## config.mk

```make
export PLATFORM = sky130hd
export DESIGN_NAME = hazard_ctrl
export DESIGN_NICKNAME = d
export VERILOG_FILES = /design/src/rtl/hazard_ctrl_pkg.sv /design/src/rtl/hazard_ctrl_fwd_unit.sv /design/src/rtl/hazard_ctrl.sv
export SDC_FILE = /design/constraint.sdc
export NUM_CORES = 1
export LEC_CHECK = 0
export CORE_MARGIN = 1
export CORE_UTILIZATION = 39
export DETAILED_ROUTE_END_ITERATION = 12
export GPL_ROUTABILITY_DRIVEN = 1
export PLACE_DENSITY = 0.85
export SLEW_MARGIN = 5
export SYNTH_ARGS = -nofsm -noshare
export SYNTH_HDL_FRONTEND = slang
export SYNTH_SLANG_ARGS = --single-unit
```

## constraint.sdc

```tcl
create_clock -name clk -period 2.1 [get_ports clk]
set_input_delay 0.42 -clock clk [delete_from_list [all_inputs] [get_ports clk]]
set_output_delay 0.42 -clock clk [all_outputs]
set_load 0.02 [all_outputs]
```

## src/rtl/hazard_ctrl_pkg.sv

```systemverilog
// Shared encodings for the pipeline hazard controller: forwarding selects,
// the load writeback code and the memory-wait FSM states.
package hazard_ctrl_pkg;

  typedef enum logic [1:0] {
    FWD_RF  = 2'd0,
    FWD_EX  = 2'd1,
    FWD_MEM = 2'd2,
    FWD_WB  = 2'd3
  } fwd_sel_e;

  localparam logic [1:0] WSEL_LOAD = 2'd3;

  typedef enum logic [1:0] {
    ST_RUN  = 2'd0,
    ST_WAIT = 2'd1,
    ST_ERR  = 2'd2
  } state_e;

endpackage

```

## src/rtl/hazard_ctrl_fwd_unit.sv

```systemverilog
// Per-operand forwarding: finds the youngest stage writing the source register.
// A load still in EX cannot forward; it reports a load-use hazard instead.
module fwd_unit
  import hazard_ctrl_pkg::*;
(
  input  logic [4:0] src_i,
  input  logic       re_i,
  input  logic [4:0] ex_wr_i,
  input  logic       ex_we_i,
  input  logic       ex_load_i,
  input  logic [4:0] mem_wr_i,
  input  logic       mem_we_i,
  input  logic [4:0] wb_wr_i,
  input  logic       wb_we_i,
  output logic [1:0] sel_o,
  output logic       load_use_o
);

  logic ex_hit;
  logic mem_hit;
  logic wb_hit;

  // x0 is hardwired to zero, so a write to it never carries a value
  assign ex_hit  = re_i && ex_we_i  && (ex_wr_i  != 5'd0) && (ex_wr_i  == src_i);
  assign mem_hit = re_i && mem_we_i && (mem_wr_i != 5'd0) && (mem_wr_i == src_i);
  assign wb_hit  = re_i && wb_we_i  && (wb_wr_i  != 5'd0) && (wb_wr_i  == src_i);

  always_comb begin
    sel_o      = FWD_RF;
    load_use_o = ex_hit && ex_load_i;
    if (ex_hit && !ex_load_i) begin
      sel_o = FWD_EX;
    end else if (mem_hit) begin
      sel_o = FWD_MEM;
    end else if (wb_hit) begin
      sel_o = FWD_WB;
    end
  end

endmodule

```

## src/rtl/hazard_ctrl.sv

```systemverilog
// Pipeline hazard controller: forwarding selects, load-use stall, jump flush
// and a registered memory-wait/timeout FSM. Define HAZARD_PERF_EN for perf counters.
module hazard_ctrl
  import hazard_ctrl_pkg::*;
#(
  parameter int unsigned MEM_TIMEOUT = 16,
  parameter int unsigned CNT_W       = 5
) (
  input  logic       clk,
  input  logic       rst_n,
  input  logic [4:0] id_rs1_i,
  input  logic [4:0] id_rs2_i,
  input  logic       id_re1_i,
  input  logic       id_re2_i,
  input  logic [4:0] ex_wR_i,
  input  logic       ex_rf_we_i,
  input  logic [1:0] ex_rf_wsel_i,
  input  logic [4:0] mem_wR_i,
  input  logic       mem_rf_we_i,
  input  logic [4:0] wb_wR_i,
  input  logic       wb_rf_we_i,
  input  logic       ex_jump_i,
  input  logic       mem_req_i,
  input  logic       mem_ack_i,
  output logic       stall_pc_o,
  output logic       stall_if_id_o,
  output logic       flush_if_id_o,
  output logic       flush_id_ex_o,
  output logic       pipeline_stop_o,
  output logic [1:0] fwd_rs1_o,
  output logic [1:0] fwd_rs2_o,
  output logic       err_o
`ifdef HAZARD_PERF_EN
  ,
  output logic [31:0] perf_stall_cnt_o,
  output logic [31:0] perf_flush_cnt_o
`endif
);

  state_e           state_q, state_d;
  logic [CNT_W-1:0] cnt_q, cnt_d;

  logic ex_load;
  logic lu_rs1, lu_rs2;
  logic frozen;
  logic hazard_act;
  logic jump_act;
  logic lu_act;

  assign ex_load = (ex_rf_wsel_i == WSEL_LOAD);

  fwd_unit u_fwd_rs1 (
    .src_i      (id_rs1_i),
    .re_i       (id_re1_i),
    .ex_wr_i    (ex_wR_i),
    .ex_we_i    (ex_rf_we_i),
    .ex_load_i  (ex_load),
    .mem_wr_i   (mem_wR_i),
    .mem_we_i   (mem_rf_we_i),
    .wb_wr_i    (wb_wR_i),
    .wb_we_i    (wb_rf_we_i),
    .sel_o      (fwd_rs1_o),
    .load_use_o (lu_rs1)
  );

  fwd_unit u_fwd_rs2 (
    .src_i      (id_rs2_i),
    .re_i       (id_re2_i),
    .ex_wr_i    (ex_wR_i),
    .ex_we_i    (ex_rf_we_i),
    .ex_load_i  (ex_load),
    .mem_wr_i   (mem_wR_i),
    .mem_we_i   (mem_rf_we_i),
    .wb_wr_i    (wb_wR_i),
    .wb_we_i    (wb_rf_we_i),
    .sel_o      (fwd_rs2_o),
    .load_use_o (lu_rs2)
  );

  // NOTE: every comb output gets a default first so no path infers a latch.
  always_comb begin
    state_d = state_q;
    cnt_d   = cnt_q;
    unique case (state_q)
      ST_RUN: begin
        if (mem_req_i && !mem_ack_i) begin
          state_d = ST_WAIT;
          cnt_d   = CNT_W'(1);
        end
      end
      ST_WAIT: begin
        // a dropped request without ack is an abort, same exit as an ack
        if (mem_ack_i || !mem_req_i) begin
          state_d = ST_RUN;
          cnt_d   = '0;
        end else if (cnt_q == CNT_W'(MEM_TIMEOUT)) begin
          state_d = ST_ERR;
        end else if (cnt_q != '1) begin
          cnt_d = cnt_q + CNT_W'(1);
        end
      end
      ST_ERR: begin
        state_d = ST_ERR;
      end
      default: begin
        state_d = ST_RUN;
        cnt_d   = '0;
      end
    endcase
  end

  // NOTE: state registers use non-blocking assignments so every flop samples
  // pre-edge values regardless of process ordering.
  always_ff @(posedge clk or negedge rst_n) begin
    if (!rst_n) begin
      state_q <= ST_RUN;
      cnt_q   <= '0;
    end else begin
      state_q <= state_d;
      cnt_q   <= cnt_d;
    end
  end

  // The ack cycle is already unfrozen, so a jump held in EX is flushed there.
  always_comb begin
    frozen     = rst_n && (((state_q == ST_WAIT) && !mem_ack_i) || (state_q == ST_ERR));
    hazard_act = rst_n && !frozen;
    jump_act   = hazard_act && ex_jump_i;
    lu_act     = hazard_act && (lu_rs1 || lu_rs2);

    stall_pc_o      = frozen || (lu_act && !jump_act);
    stall_if_id_o   = frozen || (lu_act && !jump_act);
    flush_if_id_o   = jump_act;
    flush_id_ex_o   = jump_act || lu_act;
    pipeline_stop_o = frozen;
    err_o           = (state_q == ST_ERR);
  end

`ifdef HAZARD_PERF_EN
  logic [31:0] stall_cnt_q, stall_cnt_d;
  logic [31:0] flush_cnt_q, flush_cnt_d;

  always_comb begin
    stall_cnt_d = stall_pc_o    ? stall_cnt_q + 32'd1 : stall_cnt_q;
    flush_cnt_d = flush_id_ex_o ? flush_cnt_q + 32'd1 : flush_cnt_q;
  end

  always_ff @(posedge clk or negedge rst_n) begin
    if (!rst_n) begin
      stall_cnt_q <= '0;
      flush_cnt_q <= '0;
    end else begin
      stall_cnt_q <= stall_cnt_d;
      flush_cnt_q <= flush_cnt_d;
    end
  end

  assign perf_stall_cnt_o = stall_cnt_q;
  assign perf_flush_cnt_o = flush_cnt_q;
`endif

endmodule

```

# Yosys cells after proc, flatten, opt, wreduce, memory -nomap -nowiden
# Index checks and enable logic that the tools add are counted.
word_totals:
  regBits: 7
  word_cells: 79
classes:
  n_mux: 15
  addsub: 1
  n_reduce_logical: 45
  n_bitwise: 1
  eq_ne: 15
ops:
  columns: ["op", "n"]
  rows:
  - ["5-bit == test", 6]
  - ["1-bit logical AND", 29]
  - ["5-bit two-way mux", 4]
  - ["2-bit two-way mux", 9]
  - ["5-bit one-hot mux with 3 select lines", 1]
  - ["5-bit nonzero test", 3]
  - ["3-bit != test, second input constant", 3]
  - ["2-bit one-hot mux with 3 select lines", 1]
  - ["5-bit by 1-bit adder with 5-bit output, second input constant", 1]
  - ["5-bit == test, second input constant", 1]
  - ["1-bit logical NOT", 5]
  - ["1-bit logical OR", 5]
  - ["5-bit != test, second input constant", 1]
  - ["2-bit == test, second input constant", 2]
  - ["4-bit AND reduction", 1]
  - ["2-bit by 1-bit == test with 1-bit output, second input constant", 1]
  - ["2-bit logical NOT", 1]
  - ["2-bit != test, second input constant", 1]
  - ["2-bit AND reduction", 1]
  - ["1-bit NOT", 1]

# Logic depth before layout (Yosys ltp)
# Gate-level depths: netlist of the first run.
depth:
  ltp_word: 10
  depth_mapped: 7
  depth_no_buf: 7

# By module
# A second synthesis of the first run with hierarchy kept.
hier_totals:
  cells_unflattened: 122
  hier_area_um2: 1021.0
modules_own_cells:
  columns: ["module", "cells_per_inst", "instances", "area_per_inst_um2", "seq_area_each_um2"]
  rows:
  - ["hazard_ctrl", 52, 1, 513.0, 175.2]
  - ["fwd_unit", 35, 2, 254.0, 0.0]

# Worst setup path after synthesis of the first run
# No wires, ideal clock.
synth_path:
  path_type: "input -> output"
  from: "input port ex_wR_i[2]"
  to: "output port stall_pc_o"
  path_stages: 6
  arrival_time_ns: 1.849
  path_slack_ns: -0.169
  cell_sequence: "xnor2_1 -> nand4_1 -> nor3_1 -> o21ai_0 -> o31ai_1 -> buf_4"
synth_between:
  elab_chain_len: 8
synth_lines:
  columns: ["element", "line", "source"]
  rows:
  - ["start, declared", "hazard_ctrl.sv:15", "input logic [4:0] ex_wR_i,"]
  - ["5-bit nonzero test", "hazard_ctrl_fwd_unit.sv:24", "assign ex_hit = re_i && ex_we_i && (ex_wr_i != 5'd0) && (ex_wr_i == src_i);"]
  - ["1-bit logical AND (2 in a row)", "hazard_ctrl_fwd_unit.sv:24", null]
  - ["1-bit logical AND", "hazard_ctrl_fwd_unit.sv:30", "load_use_o = ex_hit && ex_load_i;"]
  - ["1-bit logical OR (*)", "hazard_ctrl.sv:129", "lu_act = hazard_act && (lu_rs1 || lu_rs2);"]
  - ["1-bit logical AND (*)", "hazard_ctrl.sv:129", null]
  - ["1-bit logical AND (*)", null, null]
  - ["1-bit logical OR (*)", null, null]
  - ["end, declared", "hazard_ctrl.sv:25", "output logic stall_pc_o,"]
# Every way passes the cells marked *; elsewhere a longest branch is shown, timed or not.

# Worst setup path in the final report of the first run
layout_path:
  from: "input port wb_wR_i[1]"
  to: "output port fwd_rs2_o[1]"
layout_between:
  elab_chain_len: 6
layout_lines:
  columns: ["element", "line", "source"]
  rows:
  - ["start, declared", "hazard_ctrl.sv:20", "input logic [4:0] wb_wR_i,"]
  - ["5-bit nonzero test", "hazard_ctrl_fwd_unit.sv:26", "assign wb_hit = re_i && wb_we_i && (wb_wr_i != 5'd0) && (wb_wr_i == src_i);"]
  - ["1-bit logical AND", "hazard_ctrl_fwd_unit.sv:26", null]
  - ["1-bit logical AND (*)", "hazard_ctrl_fwd_unit.sv:26", null]
  - ["2-bit two-way mux (*)", "hazard_ctrl_fwd_unit.sv:35", "end else if (wb_hit) begin"]
  - ["2-bit two-way mux (*)", "hazard_ctrl_fwd_unit.sv:33", "end else if (mem_hit) begin"]
  - ["2-bit two-way mux (*)", "hazard_ctrl_fwd_unit.sv:31", "if (ex_hit && !ex_load_i) begin"]
  - ["end, declared", "hazard_ctrl.sv:31", "output logic [1:0] fwd_rs2_o,"]
# Marks and branches as above.

==> results of run 1 <==
==> cells by family (layout without fill, tap and decap cells) <==
kind of cell / after synthesis / after routing / synth area share (%)
flops: 7 / 7 / 19.53
buf+inv: 6 / 81 / 2.928
compound gates: 22 / 22 / 15.90
fa+ha+maj: 3 / 3 / 4.185
simple gates: 43 / 43 / 28.17
xor+xnor: 30 / 30 / 29.29
==> final timing paths <==
path | end | slack, ns | cells past startpoint
worst max-delay path | fwd_rs2_o[1] | -0.1 | 7
worst min-delay path | state_q[1] | 0.51 | 2
worst max register to register | cnt_q[3] | 0.19 | 7
worst min register to register | cnt_q[3] | 0.54 | 1
max in group asynchronous | cnt_q[0] | 1.47 | 2
min in group clk | cnt_q[3] | 0.54 | 1
==> flip-flops by register name (all words and copies together) (netlist names) <==
signal   cells
cnt_q        5
state_q      2
==> Yosys cell counts (2+ instances only) <==
cell type	instances	area share, %
nor3_1	5	2.8
nor2_1	7	2.9
a21o_1	2	1.7
ha_1	3	4.2
nor2b_1	5	3.5
xnor2_1	18	18
a22o_1	2	2.0
and3_1	2	1.4
or4_1	3	2.5
a21oi_1	5	2.8
nor4_1	2	1.4
nand2_1	8	3.3
inv_1	4	1.7
nand4_1	6	4.2
dfrtp_1	7	20
o21ai_0	5	2.8
o31ai_1	2	1.7
xor2_1	12	12
==> routing by layer <==
metal  part of all wire (%)  up-vias  GRT usage, %
met5                      0        -             0
met4                    3.5        0         9.048
met3                    7.3       13         7.099
met2                     52       61         59.46
met1                     37      559         29.72
li1                       -      546             -
==> power groups by stage <==
stage          Sequential, mW  Clock (mW)  Combinational, mW
2_1_floorplan           0.146           0             0.0893
3_3_place_gp            0.148           0              0.228
3_5_place_dp            0.149           0              0.236
4_1_cts                 0.147       0.122              0.239
5_1_grt                 0.148       0.128              0.270
6_report                0.147       0.119              0.256
==> area by class of cell <==
cell class / instances / share of cell area, %
clock buffer: 4 / 1.580
inverter: 4 / 0.9029
multi-input combinational: 98 / 48.68
sequential: 7 / 10.53
tap: 28 / 2.107
timing repair buffer: 73 / 36.19
==> worst max-delay path, delay by kind of cell <==
| family | cells | cell delay [ns] |
|---|---|---|
| and+or+nand+nor | 4 | 0.80 |
| AOI/OAI and AO/OA | 1 | 0.20 |
| buffers and inverters | 2 | 0.34 |
==> stage by stage <==
stage                     utilization [%]  hold slack [ns]  setup slack (ns)
after floorplan                         -           0.1244           0.03638
after global placement              70.82           0.4796           -0.8163
after detailed placement            70.82           0.5288           -0.8770
after CTS                           73.73           0.4876          -0.03982
after global routing                75.90           0.5322           -0.1304
final                               75.90           0.5079          -0.09940
==> repair_timing <==
item	4_1_cts	5_1_grt
pin swaps	27	16
buffers inserted	3	2
setup endpoints to repair	9	9
gates resized for setup	147	23
==> results.toml, run 1 <==
[final_layout]
layout-drive-gt1-share_pct = 45.16
final_common_cell = "buf_4"
final_cell_mix = "30 x buf_4, 15 x xnor2_1, 12 x xor2_1"
multi_input_area_sq_um = 809.5
nets = 227
final_area_sq_mm = 0.001663
fillCellCount = 132
antenna_cells = 0
fin_cells = 214
area_growth_pct = 85.36
regArea_sq_um = 175.2

[setup_path]
crit_arrival_ns = 1.78
critPathSlowestCell = "or4_4"
critPathMaxFanout = 2
end_kind = "primary output"
required_ns = 1.68
r2r_start = "cnt_q[0]"
critPathKind = "input port to primary output"
cp_cell_sequence = "clkdlybuf4s15_2 > or4_4 > o21ai_4 > nor3_2 > nor2b_1 > nor2_1 > buf_4"
cp-start-kind = "input port"
crit_start = "wb_wR_i[1]"
cpPeakStageDelay_ns = 0.53

[clock_network]
cts.clk_slew.worst_paths_ns = 0.05
clk_latency_ns = 0.25
cts_buffers = 3
clockRootBuffer = "clkbuf_4"
clk_path_buf_depth = 2
cts_tree = "yes"
cts_sinks = 7
ctsHoldBuffers = 0
cts_max_level = 1

[floorplanning]
core-area_sq_mm = 0.002191
row_count = 17
io_pins = 47
die_y_microns = 49.96
initial_core_util_pct = 40.95
die_w_microns = 49.96
design.die.area_sq_mm = 0.002496

[run_status]
outcome = "finished with violations"
violations = "setup timing"

[power]
p_clk_share_pct = 22.8
switching_share_pct = 32.50
net-switching-power_uw = 169.9
pwr-share-comb_pct = 49.1
p_per_area_mw_per_mm2 = 314.3
seq_power_share_pct = 28.1
p_int_uw = 352.8
finalPower_uw = 522.6
vdd_drop_max_uv = 417.2
leakagePower_nw = 0.7738

[global_routing]
grt.total_usage_pct = 29.90
antenna_found_initial = 0
grt_max_degree = 7
grt_pass1_wl_mm = 5.623
grt_pass1_vias = 1226
grt.overflow.total = 0

[route]
num_vias = 1179
wire_per_inst_microns = 17.14
ant_nets = 0
dr.pass1.iters = 5
via_per_inst = 5.509
remaining_drc_errors = 0
dr.first_iter.drc_count = 19
wirelength_mm = 3.667

[place]
place.gp.congestion = 0.9423
dpl_cell_area_sq_mm = 0.001551
port_buffers = 46
post-dp-hpwl_mm = 2.605
dp.cells = 205

[job]
cap_violations = 0

[synth]
yosysWarnings = 0
syn_nets = 151
ys_types = 31
syn-cell-area_sq_um = 897.1
postSynthCellCount = 111
avgSynthCellArea_sq_um = 8.082
synthArstFlopShare_pct = 100.0
ys_ff_latch = 7
ys_seq_area_share_pct = 19.53
synth_edf_count = 0
synth_flop_cell = "dfrtp_1"

[sta]
relSlewSlack_pct = 78.39
fmax_mhz = 454.7
setup_violations = 6
finalCritPeriodShare_pct = 104.7
grt_setup_unrepaired = "true"
tightest_slew_ns = 0.3217
setup_ws_ns = -0.09940
min_period_ns = 2.199
hold_viol = 0
setup-tns-final_ns = -0.4272
fin_worst_skew_ns = 0.002848
report.final.slew_viol_count = 0

[worst_hold_path]
hold_class = "input port to async pin"
No activity file was read; power rests on OpenSTA's default activity.
==> run 2, diff against run 1 <==
--- a/config.mk
+++ b/config.mk
@@ -5,8 +5,10 @@
 export SDC_FILE = /design/constraint.sdc
 export NUM_CORES = 1
 export LEC_CHECK = 0
+export CORE_ASPECT_RATIO = 1.75
 export CORE_MARGIN = 1
 export CORE_UTILIZATION = 39
+export CTS_CLUSTER_DIAMETER = 100
 export DETAILED_ROUTE_END_ITERATION = 12
 export GPL_ROUTABILITY_DRIVEN = 1
 export PLACE_DENSITY = 0.85
==> results.toml, run 2 (synthesis gave the netlist of run 1 again) <==
[power]
vdd_drop_max_uv = 318.1
p_per_area_mw_per_mm2 = 325.8
leakagePower_nw = 0.7757

[job]
cap_violations = 0

[setup_path]
rr_worst_depth = 7
end_kind = "primary output"
critPathKind = "input port to primary output"
cp-start-kind = "input port"
critPathMaxFanout = 2
crit_arrival_ns = 1.75
required_ns = 1.68

[sta]
fin_worst_skew_ns = 0.003548
relSlewSlack_pct = 77.24
report.final.slew_viol_count = 0
fmax_mhz = 460.7
setup_ws_ns = -0.07038
finalCritPeriodShare_pct = 103.4
tightest_slew_ns = 0.3388
grt_setup_unrepaired = "true"
hold_viol = 0
min_period_ns = 2.170
setup_violations = 4

[route]
via_per_inst = 5.546
wire_per_inst_microns = 17.18
wirelength_mm = 3.556
dr.first_iter.drc_count = 33
dr.pass1.iters = 4
num_vias = 1148
remaining_drc_errors = 0
ant_nets = 0

[final_layout]
fin_util_pct = 78.98
largest_register_ffs = 5
layout-drive-gt1-share_pct = 41.53
top_regs = "cnt_q: 5 flops, state_q: 2 flops"
area_growth_pct = 86.61
antenna_cells = 0
fillCellCount = 140
fin_cells = 207
top_register = "cnt_q"
final_common_cell = "buf_4"
final_cell_mix = "28 x buf_4, 14 x xnor2_1, 12 x xor2_1"
nets = 224

[clock_network]
cts.clk_slew.worst_paths_ns = 0.05
cts_buffers = 3
ctsHoldBuffers = 0
cts_max_level = 1
cts_sinks = 7
cts_tree = "yes"
clk_latency_ns = 0.28
clockRootBuffer = "clkbuf_4"
clk_path_buf_depth = 2

[place]
place.gp.congestion = 0.8238
post-dp-hpwl_mm = 2.650
port_buffers = 46
place_ws_ns = -0.9138
dp.cells = 201

[global_routing]
grt_pass1_vias = 1168
grt_pass1_wl_mm = 5.161
grt.overflow.total = 0
grt.total_usage_pct = 29.77
grt_max_degree = 8
antenna_found_initial = 0

[floorplanning]
initial_core_util_pct = 42.33
io_pins = 47
die_w_microns = 38.26
design.die.area_sq_mm = 0.002504
die_y_microns = 65.45
core-area_sq_mm = 0.002120
row_count = 22

[worst_hold_path]
hold_depth = 1
hold_class = "register to register"

[run_status]
violations = "setup timing"
outcome = "finished with violations"
==> run 2: cell count changes in the layout (fill, tap and decap cells not counted), sizes merged <==
cell	delta
clkbuf	-2
buf	-4
dlygate4sd2	+2
clkdlybuf4s15	+1
==> run 2: report_power, final <==
| part | internal, mW | leakage [nW] | switching (mW) |
|---|---|---|---|
| Combinational | 0.143 | 0.666 | 0.122 |
| Sequential | 0.140 | 0.0943 | 0.00596 |
| Clock | 0.0732 | 0.0150 | 0.0613 |
==> run 2: metrics by stage <==
stage	cell area (sq um)	setup TNS, ns	hold slack, ns	total power [mW]
6_report	1674	-0.1788	0.5045	0.5454
5_1_grt	1674	-0.3472	0.5207	0.5734
4_1_cts	1574	-0.1054	0.5022	0.5199
3_5_place_dp	1546	-6.603	0.4957	0.3881
3_3_place_gp	1546	-6.249	0.4868	0.3782
2_1_floorplan	902.1	0	0.1244	0.2355
==> run 2: critical path, cell delays in order <==
cell             delay (ns)
clkdlybuf4s15_1        0.21
or4_4                  0.51
o21ai_4                0.21
nor3_2                 0.07
nor2b_1                0.12
nor2_1                 0.05
buf_4                  0.15
==> run 2: what timing repair did <==
item,4_1_cts,5_1_grt
endpoints found under the setup margin,9,6
setup buffers,1,2
pin swaps,26,18
gates cloned,0,0
gates resized for setup,141,25
==> run 2: area by class of cell <==
class | count | area, sq um | share of cell area (%)
Clock buffer | 4 | 26.28 | 1.570
Timing Repair Buffer | 70 | 603.1 | 36.02
Inverter | 4 | 15.01 | 0.8969
Multi-Input combinational cell | 98 | 824.5 | 49.25
Tap cell | 24 | 30.03 | 1.794
Sequential cell | 7 | 175.2 | 10.46
==> run 2: final timing paths <==
check	endpoint	slack [ns]	startpoint
min in group asynchronous	state_q[1]	0.56	rst_n
worst min-delay path	cnt_q[3]	0.50	cnt_q[3]
worst max register to register	cnt_q[3]	0.27	cnt_q[0]
max in group asynchronous	cnt_q[2]	1.41	rst_n
worst max-delay path	fwd_rs2_o[1]	-0.07	wb_wR_i[3]
worst min register to register	cnt_q[3]	0.50	cnt_q[3]
==> run 2: routing by layer <==
| metal | up-vias | track usage [%] | wire length, microns |
|---|---|---|---|
| met1 | 535 | 28.27 | 1228 |
| met4 | 0 | 20.54 | 182 |
| met2 | 57 | 53.60 | 1930 |
| met5 | - | 0 | 0 |
| li1 | 538 | - | - |
| met3 | 18 | 4.730 | 214 |
